[src/rtl/keypad_scanner.sv]
// 4x4 active-low matrix keypad scanner: rotates one low row, reduces each full
// scan to a single-key candidate, debounces it across scans, reports key events.
module keypad_scanner #(
  parameter int unsigned SCAN_DIV       = 100000,
  parameter int unsigned DEBOUNCE_SCANS = 4
) (
  input  logic       clk,
  input  logic       rst,
  input  logic [3:0] col_in,
  output logic [3:0] row_out,
  output logic [3:0] key_code,
  output logic       key_valid,
  output logic       key_held
);

  localparam int unsigned PW = (SCAN_DIV > 1) ? $clog2(SCAN_DIV) : 1;
  localparam int unsigned DW = $clog2(DEBOUNCE_SCANS + 1);

  typedef enum logic {IDLE, PRESSED} state_t;

  state_t          state;
  logic [3:0]      col_meta, col_sync;
  logic [PW-1:0]   presc;
  logic [1:0]      row_idx;
  logic [1:0]      acc_cnt;
  logic [3:0]      acc_code;
  logic            cand_key;
  logic [3:0]      cand_code;
  logic [DW-1:0]   db_cnt;

  logic            slot_tick, scan_done;
  logic [3:0]      hits;
  logic            row_any, row_many;
  logic [1:0]      first_col;
  logic [1:0]      sum_cnt;
  logic [3:0]      next_code;
  logic            res_key, same;
  logic [DW-1:0]   cnt_next;
  logic            cand_key_next;
  logic [3:0]      cand_code_next;
  logic            confirmed;

  always_comb begin
    slot_tick = (presc == PW'(SCAN_DIV - 1));
    scan_done = slot_tick && (row_idx == 2'd3);
    hits      = ~col_sync;
    row_any   = |hits;
    row_many  = |(hits & (hits - 4'd1));
    casez (hits)
      4'b???1: first_col = 2'd0;
      4'b??10: first_col = 2'd1;
      4'b?100: first_col = 2'd2;
      4'b1000: first_col = 2'd3;
      default: first_col = 2'd0;
    endcase
    // acc_cnt/sum_cnt value 2 stands for "two or more keys"
    if (row_many || (acc_cnt == 2'd2) || ((acc_cnt == 2'd1) && row_any))
      sum_cnt = 2'd2;
    else if ((acc_cnt == 2'd1) || row_any)
      sum_cnt = 2'd1;
    else
      sum_cnt = 2'd0;
    next_code = (acc_cnt == 2'd0) ? {row_idx, first_col} : acc_code;

    res_key = (sum_cnt == 2'd1);
    same    = (res_key == cand_key) && (!res_key || (next_code == cand_code));
    if (!same)
      cnt_next = DW'(1);
    else if (db_cnt == DW'(DEBOUNCE_SCANS))
      cnt_next = db_cnt;
    else
      cnt_next = db_cnt + DW'(1);
    cand_key_next  = res_key;
    cand_code_next = same ? cand_code : next_code;
    confirmed      = (cnt_next == DW'(DEBOUNCE_SCANS));
  end

  always_ff @(posedge clk or posedge rst) begin
    if (rst) begin
      state     <= IDLE;
      col_meta  <= '1;
      col_sync  <= '1;
      presc     <= '0;
      row_idx   <= '0;
      row_out   <= 4'b1110;
      acc_cnt   <= '0;
      acc_code  <= '0;
      cand_key  <= 1'b0;
      cand_code <= '0;
      db_cnt    <= '0;
      key_code  <= '0;
      key_valid <= 1'b0;
      key_held  <= 1'b0;
    end else begin
      col_meta  <= col_in;
      col_sync  <= col_meta;
      key_valid <= 1'b0;
      presc     <= slot_tick ? '0 : presc + PW'(1);
      if (slot_tick) begin
        row_idx <= row_idx + 2'd1;
        row_out <= {row_out[2:0], row_out[3]};
        if (scan_done) begin
          acc_cnt   <= '0;
          acc_code  <= '0;
          cand_key  <= cand_key_next;
          cand_code <= cand_code_next;
          db_cnt    <= cnt_next;
          case (state)
            IDLE: begin
              if (cand_key_next && confirmed) begin
                state     <= PRESSED;
                key_code  <= cand_code_next;
                key_held  <= 1'b1;
                key_valid <= 1'b1;
              end
            end
            PRESSED: begin
              if (!cand_key_next && confirmed) begin
                state    <= IDLE;
                key_held <= 1'b0;
              end else if (cand_key_next && confirmed && (cand_code_next != key_code)) begin
                key_code  <= cand_code_next;
                key_valid <= 1'b1;
              end
            end
            default: state <= IDLE;
          endcase
        end else begin
          acc_cnt  <= sum_cnt;
          acc_code <= next_code;
        end
      end
    end
  end

endmodule

[config.mk]
export PLATFORM = sky130hd
export DESIGN_NAME = keypad_scanner
export DESIGN_NICKNAME = d
export VERILOG_FILES = /design/src/rtl/keypad_scanner.sv
export SDC_FILE = /design/constraint.sdc
export NUM_CORES = 1
export LEC_CHECK = 0
export BUFFER_PORTS_ARGS = -buffer_cell sky130_fd_sc_hd__buf_4
export CAP_MARGIN = 20
export CORE_MARGIN = 3
export CORE_UTILIZATION = 25
export CTS_CLUSTER_SIZE = 12
export DETAILED_ROUTE_END_ITERATION = 8
export SYNTH_ARGS = -nofsm -noshare
export SYNTH_HDL_FRONTEND = slang
export SYNTH_SLANG_ARGS = --single-unit
[constraint.sdc]
create_clock -name clk -period 3.43 [get_ports clk]
set_clock_uncertainty 0.1 [all_clocks]
set_input_delay 0.8575 -clock clk [delete_from_list [all_inputs] [get_ports clk]]
set_output_delay 0.8575 -clock clk [all_outputs]
set_load 0.03 [all_outputs]
* Word level (Yosys, flattened, before mapping)
Cells that the tools add are included.
** Cells by class
- Add/sub/neg operators :: 4
- Bitwise operators :: 3
- Mux-type cells :: 25
- Reduce and logical (&&, ||, !) cells :: 17
- Equality and inequality tests :: 17
** Operators with widths (number)
- 4-bit 2-to-1 mux :: 6
- 17-bit by 1-bit adder with 17-bit output (second input constant) :: 1
- 17-bit == test (second input constant) :: 1
- 17-bit 2-to-1 mux :: 1
- 3-bit == test (second input constant) :: 3
- 1-bit 2-to-1 mux :: 9
- 4-bit one-hot mux with 2 select lines :: 1
- 4-bit OR reduction :: 2
- 2-bit == test (second input constant) :: 3
- 1-bit logical AND :: 6
- 3-bit 2-to-1 mux :: 2
- 1-bit one-hot mux with 2 select lines :: 3
- 2-bit one-hot mux with 3 select lines :: 1
- 5-bit AND reduction :: 1
- 4-bit AND :: 1
- 2-bit by 1-bit == test with 1-bit output (second input constant) :: 2
- 4-bit == test :: 1
- 4-bit == test (second input constant) :: 1
- 1-bit logical OR :: 4
- 2-bit 2-to-1 mux :: 2
- 2-bit by 1-bit inequality test with 1-bit output (second input constant) :: 2
- 2-bit inequality test (second input constant) :: 2
- 4-bit inequality test :: 1
- 4-bit NOT :: 1
- other kinds (9) :: 9
** Storage, ports and cells
- Input bits :: 6
- Logic and storage cells :: 80
- Output and inout port bits :: 10
- Bits in registers :: 52

* Depth between registers and ports, before layout
- Depth after elaboration :: 20
- Gate-level depth with buffers :: 8
- Depth with buffers taken out :: 8

* Worst setup path after synthesis
No wires, ideal clock.
- Path type :: register to register
- Start :: register presc[12]
- End :: register key_code[2]
- Setup time :: 0.125 ns
- Path buffers :: 0
- Arrival :: 2.533 ns
- Slack :: 0.671 ns
- Cell stages (with the launch flop) :: 7
- Required time :: 3.205 ns
- Cell sequence :: dfrtp_1 > or4_4 > nor4_4 > nand2_2 > a211o_1 > or3_4 > mux2_4
** On the way
- Cells in the longest elaborated chain, start to end :: 3
** RTL lines
- from (decl) :: line 23 : logic [PW-1:0] presc;
- from (signal assigned) :: line 98 : presc <= slot_tick ? '0 : presc + PW'(1);
- 17-bit == test * :: line 44 : slot_tick = (presc == PW'(SCAN_DIV - 1));
- 1-bit logical AND :: line 45 : scan_done = slot_tick && (row_idx == 2'd3);
- 5-bit AND reduction (no line) *
- to (signal assigned) :: line 112 : key_code <= cand_code_next;
- to (signal assigned) :: line 122 : key_code <= cand_code_next;
- to (decl) :: line 11 : output logic [3:0] key_code,
Every way passes the cells marked *; elsewhere a longest branch is shown, timed or not.
A chain may end at the register's enable or synchronous reset.

* Final worst setup path
- Start :: register col_sync[1]
- End :: register cand_code[1]
** On the way
- Cells in the longest elaborated chain, start to end :: 12
- Elaborated cells between the ends (all ways) :: 23
** RTL lines
- from (decl) :: line 22 : logic [3:0] col_meta, col_sync;
- from (signal assigned) :: line 96 : col_sync <= col_meta;
- 4-bit NOT * :: line 46 : hits = ~col_sync;
- 4-bit by 1-bit subtractor with 4-bit output :: line 48 : row_many = |(hits & (hits - 4'd1));
- 4-bit AND :: line 48
- 4-bit OR reduction :: line 48
- 1-bit logical OR (2 in series) :: line 57 : if (row_many || (acc_cnt == 2'd2) || ((acc_cnt == 2'd1) && row_any))
- 2-bit 2-to-1 mux :: line 57
- 2-bit by 1-bit == test with 1-bit output :: line 65 : res_key = (sum_cnt == 2'd1);
- 1-bit zero test :: line 66 : same = (res_key == cand_key) && (!res_key || (next_code == cand_code));
- 1-bit logical OR :: line 66
- 1-bit logical AND :: line 66
- 4-bit 2-to-1 mux * :: line 74 : cand_code_next = same ? cand_code : next_code;
- to (signal assigned) :: line 106 : cand_code <= cand_code_next;
- to (decl) :: line 28 : logic [3:0] cand_code;
Marks and branches as above.

==> impl_metrics.tcl <==
set metrics [dict create \
    status "complete, no violations" \
    synthArstFlopShare 1.00 \
    relSlewSlack 0.464 \
    endpoint "cand_code[1]$_DFFE_PP0P_" \
    core_sq_um 10400 \
    drt_iter0_drc 125 \
    setup_ws_ns 0.538 \
    avgViaCountPerCell 4.59 \
    holdWs_ns 0.260 \
    insertedDiodeCount 0 \
    tns_ns 0 \
    maxCapViolCount 0 \
    grt_pass1_wl_um 9010 \
    setup_viol 0 \
    antenna_found_initial 0 \
    r2r_cells 7 \
    wl_per_cell_um 12.3 \
    fin_util 0.294 \
    startpoint_type "flop" \
    syn-cell-area_sq_um 2670 \
    clockBufferDepth 2 \
    period_share 0.843 \
    dp.cells 404 \
    grt_setup_unrepaired "no" \
    synthCells 258 \
    gp_congestion 0.855 \
    internal-power_mw 0.787 \
    hold_path_class "reg -> reg" \
    drv_slew 0 \
    fin_cells 413 \
    synth_seq_cells 52 \
    die_w_um 109 \
    synth.distinct_cells 52 \
    drc 0 \
    syn_area_per_cell_sq_um 10.3 \
    path_buf_inv 0 \
    clkPwrFrac 0.344 \
    tritoncts "done" \
    seq_power_share 0.604 \
    peakVddDrop_uv 164 \
    period_needed_ns 2.89 \
    critPathSlowestCell "dfstp_2" \
    clk_pin_slew_worst_paths_ns 0.10 \
    die_area_sq_um 12000 \
    multi_input_area_sq_um 1260 \
    cp_max_fo 10 \
    crit_start "col_sync[1]$_DFF_PP1_" \
    clock.fmax_ghz 0.346 \
    synth.area.top_cells "dfrtp_1 (38%), dfstp_2 (11%), xnor2_1 (4.3%)" \
    required_ns 3.52 \
    path_depth 7 \
    regArea_sq_um 1320 \
    reg2reg_to "cand_code[1]$_DFFE_PP0P_" \
    vias 1896 \
    areaGrowthSynthToFinish_pct 14.3 \
    yosysWarnings 0 \
    rows 37 \
    portBuffers 15 \
    p_sw_frac 0.243 \
    overflow 0 \
    drt-pass1-iter-count 4 \
    cts_resized 0 \
    yosysTopAreaCell "dfrtp_1" \
    clk_latency_ns 0.31 \
    cp_top_family "compound AO/OA/AOI/OAI gates" \
    cts.sinks 52 \
    start_util 0.257 \
    crit_path_end_kind "flop" \
    final_nets 286 \
    placed_area_sq_um 2940 \
    regToRegStartpoint "col_sync[1]$_DFF_PP1_" \
    cts_made_buffers 5 \
    yosysTopAreaCellShare 0.384 \
    finalHoldViolations 0 \
    path_class "reg -> reg" \
    cp.arrival_ns 2.99 \
    critical_path.cell_chain "xnor2_1, a2111oi_1, nor3_1, or2_2, o21ai_0, nor2_1, mux2_2" \
    rrSetupSlack_ns 0.54 \
    power_density_nw_per_um2 341 \
    ys_seq_area_frac 0.493 \
    chipHeight_um 109 \
    final_antenna_net_count 0 \
    synth_edf_count 0 \
    dp_hpwl_um 3580 \
    htree_levels 2 \
    grt_pass1_vias 1884 \
    cts_setup_buffers 0 \
    io_pins 16 \
    synth_fp_nets 268 \
    combPwrFrac 0.053 \
    power_mw 1.04 \
    p_leak_nw 1.35 \
    preCtsSetupSlack_ns 0.546 \
    grt.total_usage 0.0924 \
    tightest_slew_ns 0.798 \
    cts-root-buf "clkbuf_8" \
    ctsHoldBuffers 0 \
    cpPeakStageDelay_ns 0.64 \
    synth_flop_cell "dfrtp_1" \
    final_cell_area_sq_um 3050 \
    wl_um 5070 \
    nFillCells 1070 \
    power.switching_mw 0.252 \
    grt_max_degree 48 \
    drive_gt1_frac 0.217 \
]
## worst min path at each step
stage	startpoint	endpoint	slack (ns)	depth (start not counted)
floorplan	col_meta[0]$_DFF_PP1_	col_sync[0]$_DFF_PP1_	0.25	0
global placement	col_meta[0]$_DFF_PP1_	col_sync[0]$_DFF_PP1_	0.25	0
detailed placement	col_meta[3]$_DFF_PP1_	col_sync[3]$_DFF_PP1_	0.25	0
CTS	col_meta[3]$_DFF_PP1_	col_sync[3]$_DFF_PP1_	0.26	0
global route	col_meta[2]$_DFF_PP1_	col_sync[2]$_DFF_PP1_	0.26	0
finish	col_meta[3]$_DFF_PP1_	col_sync[3]$_DFF_PP1_	0.26	0
## cells in the mapped netlist, types with 4 or more instances
master    number
clkbuf_1       5
xor2_1        10
inv_1         17
a211oi_1       4
nand2_1       20
a31oi_1        5
nor3_1         5
nand4_1        7
and3_1         5
nand3_1       10
nor2_1        20
a21oi_1        7
xnor2_1       13
mux2i_1        7
dfstp_2       11
ha_1           4
mux2_2        10
o21ai_0       10
dfrtp_1       41
## cell families after synthesis
logic type               Yosys count  share of synthesized area
AND/OR/NAND/NOR                   89                      0.180
multiplexers                      18                     0.0741
XOR/XNOR                          23                     0.0755
flip-flops                        52                      0.493
adder cells (fa/ha/maj)            5                     0.0225
AO/OA/AOI/OAI                     46                      0.119
buffers and inverters             25                     0.0366
## cells in the final DEF (no fill, tap or decap), drive strengths merged, types with 2 or more instances in the layout
| cell | Yosys | final |
|---|---|---|
| a211o | 2 | 2 |
| a211oi | 4 | 4 |
| a21oi | 7 | 7 |
| a31o | 2 | 2 |
| a31oi | 5 | 5 |
| and3 | 5 | 5 |
| buf | 3 | 19 |
| clkbuf | 5 | 5 |
| dfrtp | 41 | 41 |
| dfstp | 11 | 11 |
| ha | 4 | 4 |
| inv | 17 | 18 |
| mux2 | 11 | 11 |
| mux2i | 7 | 7 |
| nand2 | 21 | 21 |
| nand2b | 3 | 3 |
| nand3 | 10 | 10 |
| nand3b | 2 | 2 |
| nand4 | 7 | 7 |
| nor2 | 20 | 20 |
| nor2b | 2 | 2 |
| nor3 | 5 | 5 |
| nor3b | 2 | 2 |
| nor4 | 2 | 2 |
| o211ai | 2 | 2 |
| o21ai | 10 | 10 |
| or2 | 3 | 3 |
| or3 | 4 | 4 |
| xnor2 | 13 | 13 |
| xor2 | 10 | 10 |
## final cells by class
class	count	share of cell area
clock buffers	5	0.0226
clock inverters	3	0.00697
inverters	17	0.0209
multi-input cells	181	0.412
flip-flops and latches	52	0.431
well taps	136	0.0558
repair buffers	19	0.0509
## registers in the layout, indices dropped and copies added, names as in the netlist, named ones only
register   count
acc_code       4
cand_key       1
col_meta       4
key_held       1
acc_cnt        2
db_cnt         3
row_out        4
col_sync       4
key_valid      1
cand_code      4
presc         17
key_code       4
row_idx        2
## per-layer routing
layer  track usage  vias to the layer above  wire [um]
li1              -                      949          -
met1         0.129                      915       2590
met2         0.146                       26       2260
met3        0.0229                        6        167
met4        0.0178                        0         50
met5             0                        -          0
## power by group through the flow
| stage | clock (mW) | sequential (mW) | combinational (mW) |
|---|---|---|---|
| after floorplan | 0 | 0.634 | 0.0395 |
| after global placement | 0 | 0.639 | 0.0524 |
| after detailed placement | 0 | 0.639 | 0.0529 |
| after CTS | 0.373 | 0.628 | 0.0532 |
| after global routing | 0.396 | 0.628 | 0.0620 |
| final | 0.357 | 0.628 | 0.0548 |
(Power assumes the default switching activity.)
